**config.mk**
```make
export PLATFORM = sky130hd
export DESIGN_NAME = pagerank_gather
export DESIGN_NICKNAME = d
export VERILOG_FILES = /design/src/rtl/pagerank_gather.sv
export SDC_FILE = /design/constraint.sdc
export NUM_CORES = 2
export LEC_CHECK = 0
export BUFFER_PORTS_ARGS = -buffer_cell sky130_fd_sc_hd__buf_2
export CORE_MARGIN = 8
export CORE_UTILIZATION = 55
export DETAILED_ROUTE_END_ITERATION = 10
export HOLD_SLACK_MARGIN = 0.15
export PLACE_DENSITY = 0.83
export SYNTH_ARGS = -nofsm -noshare
export SYNTH_HDL_FRONTEND = slang
export SYNTH_SLANG_ARGS = --single-unit
```
**constraint.sdc**
```tcl
create_clock -name clock -period 9.9 [get_ports clock]
set_input_delay 1.98 -clock clock [delete_from_list [all_inputs] [get_ports clock]]
set_output_delay 1.98 -clock clock [all_outputs]
set_load 0.01 [all_outputs]
```
**src/rtl/pagerank_gather.sv**
```systemverilog
// Purpose : PageRank gather stage. Accumulates (node_id, contribution) beats per local node,
//           then streams out BASE_RANK + d*acc for every node of the partition in index order.
// Latency : first out beat 1 cycle after entering APPLY, then 1 node/cycle while out_ready=1.
// Backpr. : in_ready only in ACCUM (1 beat/cycle); out stream holds outputs stable while out_ready=0.
//
// Ports:
//   clock, reset_n                 rising-edge clock, async active-low reset
//   gather_enable                  level; starts a pass from IDLE, must drop after DONE to re-arm
//   in_valid/in_ready              contribution beat handshake
//   in_node_id, in_contrib         global destination id, Q32.32 contribution
//   scatter_done                   no further beats for this pass
//   out_valid/out_ready            rank stream handshake
//   out_node_id, out_rank          global node id, new Q32.32 rank
//   err_bad_id                     1-cycle pulse after an accepted beat outside the partition
//   operation_complete             high while in DONE
module pagerank_gather #(
   parameter int unsigned NODES_IN_PARTITION = 4,
   parameter logic [31:0] NODE_BASE          = 32'd0,
   parameter logic [15:0] DAMPING_Q16        = 16'd55706,
   parameter logic [63:0] BASE_RANK          = 64'h0
) (
   input  logic        clock,
   input  logic        reset_n,
   input  logic        gather_enable,
   input  logic        in_valid,
   output logic        in_ready,
   input  logic [31:0] in_node_id,
   input  logic [63:0] in_contrib,
   input  logic        scatter_done,
   output logic        out_valid,
   input  logic        out_ready,
   output logic [31:0] out_node_id,
   output logic [63:0] out_rank,
   output logic        err_bad_id,
   output logic        operation_complete
);

   localparam int unsigned IDX_W = (NODES_IN_PARTITION > 1) ? $clog2(NODES_IN_PARTITION) : 1;
   localparam logic [IDX_W-1:0] LAST_IDX = IDX_W'(NODES_IN_PARTITION - 1);

   typedef enum logic [2:0] {
      ST_IDLE,
      ST_CLEAR,
      ST_ACCUM,
      ST_APPLY,
      ST_DONE
   } state_t;

   state_t            state_q, state_d;
   logic [63:0]       acc_q [NODES_IN_PARTITION];
   logic [63:0]       acc_d [NODES_IN_PARTITION];
   logic [IDX_W-1:0]  index_q, index_d;
   logic              out_valid_q, out_valid_d;
   logic [31:0]       out_node_id_q, out_node_id_d;
   logic [63:0]       out_rank_q, out_rank_d;
   logic              err_bad_id_q, err_bad_id_d;

   logic [31:0]       beat_off;
   logic              beat_in_range;
   logic [IDX_W-1:0]  beat_idx;
   logic [64:0]       acc_sum;
   logic [IDX_W-1:0]  index_nxt;

   // Ids below NODE_BASE wrap to huge offsets, so one unsigned compare covers both sides.
   assign beat_off      = in_node_id - NODE_BASE;
   assign beat_in_range = (beat_off < NODES_IN_PARTITION);
   assign beat_idx      = beat_off[IDX_W-1:0];
   // Each beat reads and writes the accumulator in the same cycle, so back-to-back beats
   // to one node always see the previous beat's result.
   assign acc_sum       = {1'b0, acc_q[beat_idx]} + {1'b0, in_contrib};
   assign index_nxt     = index_q + IDX_W'(1);

   // BASE_RANK + ((acc * d) >> 16), 80-bit product, sum saturated to 64 bits.
   function automatic logic [63:0] damp_rank(input logic [63:0] acc);
      logic [63:0] scaled;
      logic [64:0] sum;
      scaled = 64'(({16'd0, acc} * {64'd0, DAMPING_Q16}) >> 16);
      sum    = {1'b0, BASE_RANK} + {1'b0, scaled};
      return sum[64] ? 64'hFFFF_FFFF_FFFF_FFFF : sum[63:0];
   endfunction

   always_comb begin
      state_d       = state_q;
      acc_d         = acc_q;
      index_d       = index_q;
      out_valid_d   = out_valid_q;
      out_node_id_d = out_node_id_q;
      out_rank_d    = out_rank_q;
      err_bad_id_d  = 1'b0;

      case (state_q)
         ST_IDLE: begin
            if (gather_enable) state_d = ST_CLEAR;
         end
         ST_CLEAR: begin
            for (int i = 0; i < int'(NODES_IN_PARTITION); i++) acc_d[i] = '0;
            index_d       = '0;
            out_valid_d   = 1'b0;
            out_node_id_d = '0;
            out_rank_d    = '0;
            state_d       = ST_ACCUM;
         end
         ST_ACCUM: begin
            if (in_valid) begin
               if (beat_in_range) begin
                  acc_d[beat_idx] = acc_sum[64] ? 64'hFFFF_FFFF_FFFF_FFFF : acc_sum[63:0];
               end else begin
                  err_bad_id_d = 1'b1;
               end
            end
            if (scatter_done) state_d = ST_APPLY;
         end
         ST_APPLY: begin
            if (!out_valid_q) begin
               // First cycle in APPLY: present node 0.
               out_valid_d   = 1'b1;
               out_node_id_d = NODE_BASE + 32'(index_q);
               out_rank_d    = damp_rank(acc_q[index_q]);
            end else if (out_ready) begin
               if (index_q == LAST_IDX) begin
                  out_valid_d = 1'b0;
                  state_d     = ST_DONE;
               end else begin
                  index_d       = index_nxt;
                  out_node_id_d = NODE_BASE + 32'(index_nxt);
                  out_rank_d    = damp_rank(acc_q[index_nxt]);
               end
            end
         end
         ST_DONE: begin
            if (!gather_enable) state_d = ST_IDLE;
         end
         default: state_d = ST_IDLE;
      endcase
   end

   always_ff @(posedge clock or negedge reset_n) begin
      if (!reset_n) begin
         state_q       <= ST_IDLE;
         for (int i = 0; i < int'(NODES_IN_PARTITION); i++) acc_q[i] <= '0;
         index_q       <= '0;
         out_valid_q   <= 1'b0;
         out_node_id_q <= '0;
         out_rank_q    <= '0;
         err_bad_id_q  <= 1'b0;
      end else begin
         state_q       <= state_d;
         acc_q         <= acc_d;
         index_q       <= index_d;
         out_valid_q   <= out_valid_d;
         out_node_id_q <= out_node_id_d;
         out_rank_q    <= out_rank_d;
         err_bad_id_q  <= err_bad_id_d;
      end
   end

   assign in_ready           = (state_q == ST_ACCUM);
   assign operation_complete = (state_q == ST_DONE);
   assign out_valid          = out_valid_q;
   assign out_node_id        = out_node_id_q;
   assign out_rank           = out_rank_q;
   assign err_bad_id         = err_bad_id_q;

endmodule

```
# After elaboration in Yosys (flattened, before gate mapping)
# Cells that the tools add are included.
# W data, S select, Z words.
[op_classes]
addsub = 2
reduce_logical = 8
bitwise_logic = 3
magnitude_cmp = 5
n_eq_ne = 16
n_mul = 2
shift = 0
n_div = 0
muxes = 42
[op_table]
columns = ["op", "count"]
rows = [
  ["$mux W64", 11],
  ["$mux W256", 2],
  ["$pmux W256 S2", 1],
  ["$bmux W64 S2", 3],
  ["$bwmux W256", 1],
  ["$mul A64 B15 Y79 const B", 2],
  ["$demux W64 S2", 1],
  ["$pmux W64 S2", 1],
  ["$mux W32", 3],
  ["$add A64 B64 Y65", 1],
  ["$pmux W32 S2", 1],
  ["$lt A32 B3 Y1 const B", 1],
  ["$mux W3", 6],
  ["$pmux W3 S5", 1],
  ["$ne A2 B2 Y1 const B", 7],
  ["$ge A3 B3 Y1 const B", 3],
  ["$not A2 Y3", 3],
  ["$eq A3 B2 Y1 const B", 2],
  ["$mux W1", 6],
  ["$mux W2", 3],
  ["$ne A3 B3 Y1 const B", 2],
  ["$reduce_and A3 Y1", 2],
  ["$reduce_and A6 Y1", 1],
  ["$ne A2 B1 Y1 const B", 2],
  ["11 further kinds", 12],
]
[word_totals]
ram_bits = 0
reg_bits = 359
romBits = 0
in_bits = 102
latch_bits = 0
memories = 0

# Longest topological paths before layout
[logic_depth]
word_depth = 10
ltp_mapped = 30

# Worst setup path after synthesis
# No wires, ideal clock.
[synth_timing]
kind = "register to register"
start = "register index_q[1]"
end = "register out_rank_q[49], in the netlist out_rank[49]"
setup_ps = 126
setup_slack_ps = 1518
period_less_slack_ps = 8382
n_path_buf = 4
path_stages_with_launch = 28
required_time_ps = 9774
arrival_time_ps = 8256
path_cell_list = "dfrtp_1 > ha_1 > buf_1 > buf_1 > mux4_2 > ha_1 > clkbuf_1 > xor2_1 > ha_1 > fa_1 > fa_1 > fa_1 > inv_1 > fa_1 > inv_1 > ha_1 > clkbuf_1 > nand2_1 > nor4_1 > inv_1 > a2111oi_0 > o2111ai_1 > nand3b_1 > a31oi_1 > o31ai_1 > a21oi_1 > xnor2_1 > a221o_1"
[synth_via]
elab_chain_cells = 10
word_cells_on_any_way = 18
[synth_lines]
columns = ["item", "line_no", "text"]
rows = [
  ["start: declaration", "52", "logic [IDX_W-1:0] index_q, index_d;"],
  ["start signal: assignment", "149", "index_q <= index_d;"],
  ["$add A2 B1 Y2", "71", "assign index_nxt = index_q + IDX_W'(1);"],
  ["$not A2 Y3 (not written as such)", "126", "out_rank_d = damp_rank(acc_q[index_nxt]);"],
  ["$bmux W64 S2", "126", ""],
  ["$mux W64 (not written as such) (2 in series)", "126", ""],
  ["$mul A64 B15 Y79", "77", "scaled = 64'(({16'd0, acc} * {64'd0, DAMPING_Q16}) >> 16);"],
  ["$mux W64", "120", "if (index_q == LAST_IDX) begin"],
  ["$mux W64", "119", "end else if (out_ready) begin"],
  ["$mux W64", "114", "if (!out_valid_q) begin"],
  ["$pmux W64 S2", "91", "case (state_q)"],
  ["end signal: assignment", "152", "out_rank_q <= out_rank_d;"],
  ["end: declaration", "55", "logic [63:0] out_rank_q, out_rank_d;"],
]
# Several ways; a longest one is shown, not always the timed one. The select of a mux whose other input is x is not followed.
# A chain may end at the register's enable or synchronous reset.

# Worst setup path after layout
[layout_timing]
start = "register index_q[1]"
end = "register out_rank_q[53], in the netlist out_rank[53]"
# Same word-level chain as after synthesis.

==> metrics.txt <==
proportion of synthesized area in mux cells 7.36%; max_cap viols 0; worst path cell trace buf_4 > buf_4 > mux4_2 > ha_1 > inv_1 > fa_1 > inv_1 > fa_1 > fa_1 > fa_1 > inv_1 > fa_1 > inv_1 > ha_1 > nand4_1 > nor4_1 > o211ai_1 > a311oi_1 > a21oi_2 > a21oi_2 > a31oi_2 > o31a_1 > xnor2_1 > o221ai_1; die width 347 µm; Reg2Reg Setup Slack 0.61 ns; run status finished clean; worst path arrival time 9.75 ns; worst min-delay path class flip-flop to flip-flop; Post-Route Utilization 58.3%; Final #Nets 8080; GRT Overall Usage 29.6%; Compound-Gate Fraction of Synth Area 13.6%; critical path peak fanout 39; most frequent cells after synthesis 1423 x inv_1, 807 x ha_1, 727 x fa_1, 426 x nand2_1, 377 x o21ai_0; Combinational Power Share 25.2%; first-pass GRT wire length 283000 µm; # hold bufs at CTS 0; CTS tree done; EDFF count, synth 0; post-synthesis sequential area ratio 13.7%; clk buf depth 3; CTS Buf Count 39; floorplan row count 121; dpl hpwl 148000 µm; period utilization 93.9%; Setup crit end kind flip-flop; post-layout min period 9.29 ns; Post-CTS Setup Repair Bufs 0; DRT Pass-1 Iters 6; die area 120000 µm²; Sequential Area 8240 µm²; Die Span Y 347 µm; Reg power frac 35.3%; reg-to-reg endpoint out_rank[53]; Core ar. 109000 µm²; Clock Latency Late Sink 0.61 ns; post-synth top area share 24.2%; Unique masters post-synth 83; Post-Synth Adder-Cell Area 41.0%; endpoints failing hold 0; count leader, synth inv_1; Buf/Inv on CP 6; Worst-path clk slew 0.07 ns; largest net degree at the start of global routing 132; headroom to the max-slew limit 16.3%; Critical Path Sink out_rank[53]; I/O Buffers 171; most area-hungry cell type in the Yosys netlist fa_1; CP required 10.35 ns; Hold WS 0.472 ns; crit-path leading delay family adder cells; largest family of logic cells by synthesized area adder cells; drt initial violations 4958; Layout area overhead 5.34%; DR WL/cell 22.9 µm; FILL cells 9157; Final Setup Violations 0; Clk pwr share 39.5%; CP peak stage delay 0.68 ns; Routed Antenna Nets 0; stages on the worst setup path 24; reported net switching power 0.00146 W; worst slew pin tran 1.22 ns; critical path launch point index_q[1]; Initial Util 55.3%; element type at the critical path start flip-flop; Post-Syn Area per Cell 9.31 µm²; vias in the first global route 50100; multi-input logic area 45500 µm²; vias per inst 6.13; RSZ-0062 raised after global routing no; Synth Cell Area 60200 µm²; reg-to-reg startpoint index_q[1]; internal power 0.00248 W; clk_skew 0.0333 ns; Root Driver clkbuf_16; setup total negative slack 0 ns; Yosys warning total 0; CP max stage cell mux4_2; Routed WL 181000 µm; Pins Over Slew Limit 0; proportion of layout cells with a drive suffix above 1 8.00%; synth top area cells fa_1 24%, ha_1 17%, dfrtp_1 14%; critical path class flip-flop to flip-flop; initial antenna violation count 3; post_cts resized 0; Leak Pwr 35.2 nW; Post-synth top flop dfrtp_1; I/O pin count 202; maximum clock rate 108 MHz; Sw Ratio 37.0%; H-tree Lvls 2; GRT overflow 0; Clock Sink Count 329; ys async rst share 100%; Max VDD drop 0.000131 V; Mapped Cells 6463; via count 48400; #FFs+latches synth 329; P per Cell Area 62.2 nW/µm²; drt drc 0; R2R cell count 24; CP most frequent cell fa_1; placer's final routability congestion estimate 0.975; Synth Area in XOR/XNOR 4.64%; Synth Area in Simple Gates 8.73%
registers in the layout, indices dropped and copies added, names as in the netlist:
name	count
acc_q	256
err_bad_id	1
index_q	2
out_node_id	2
out_rank	64
out_valid	1
state_q	3
power by group through the flow:
stage	clock network (W)	registers [W]	logic [W]
after detailed placement	0	0.00142	0.000970
after floorplan	0	0.00142	0.000576
final	0.00156	0.00139	0.000995
after global routing	0.00161	0.00139	0.00104
after global placement	0	0.00142	0.000961
after CTS	0.00157	0.00139	0.000969
metrics by stage:
stage	setup slack (ns)	power, W	cell area (µm²)	std cells
2_1_floorplan	1.52	0.00200	60300	6492
3_3_place_gp	0.999	0.00238	62000	7817
3_5_place_dp	0.849	0.00239	62000	7817
4_1_cts	0.849	0.00393	63400	7889
5_1_grt	0.344	0.00405	63400	7889
6_report	0.609	0.00394	63400	7891
final cells by class:
class                      instances  area share, %
multi-input combinational       4439           71.8
clock buffer                      47           1.67
antenna                            2        0.00790
timing repair buffer             212           1.88
sequential                       329           13.0
clock inverter                    25          0.436
inverter                        1423           8.43
tap                             1414           2.79
tightest hold or removal path, stage by stage, from the launching register on:
cell and delay, ns:
dfrtp_1 0.33, nand2_1 0.05, o21ai_0 0.06
routing by layer:
layer | GRT usage, % | share of wire (%)
met5 | 0 | 0.0072
met4 | 10.6 | 4.2
met3 | 9.00 | 12
met2 | 45.3 | 43
met1 | 40.0 | 40
cell usage in the layout, fill, tap and decap left out, types with 21 or more instances in the layout:
master / count
o21ai_0: 377
a22o_1: 55
a221o_1: 28
xnor2_1: 175
a31oi_1: 22
o21bai_1: 49
a21o_1: 174
fa_1: 727
and3_1: 25
nor3_1: 84
a21oi_1: 303
buf_2: 168
o211ai_1: 24
and2_1: 25
conb_1: 30
nand2_1: 426
nor2b_1: 54
ha_1: 806
a211oi_1: 21
nand2b_1: 31
mux4_2: 192
nand3_1: 54
inv_1: 1423
o31ai_1: 23
clkbuf_16: 40
xor2_1: 144
nor4_1: 29
o21a_1: 31
nand4_1: 116
nor2_1: 138
dfrtp_1: 326
buf_4: 42
a22oi_1: 33
worst min path at each step:
stage | startpoint | endpoint | slack [ns] | cells after the start
floorplan | acc_q[124] | acc_q[124] | 0.48 | 2
global placement | out_rank[30] | out_rank[30] | 0.46 | 2
detailed placement | out_rank[14] | out_rank[14] | 0.47 | 2
CTS | out_rank[14] | out_rank[14] | 0.48 | 2
global route | out_rank[24] | out_rank[24] | 0.51 | 2
finish | out_rank[14] | out_rank[14] | 0.47 | 2
logic make-up after synthesis:
| logic type | Yosys count |
|---|---|
| buffers and inverters | 1724 |
| flip-flops | 329 |
| other | 1 |
| AO/OA/AOI/OAI | 1280 |
| AND/OR/NAND/NOR | 1074 |
| adder cells (fa/ha/maj) | 1534 |
| XOR/XNOR | 319 |
| multiplexers | 202 |
Power figures use the tool's default switching activity.
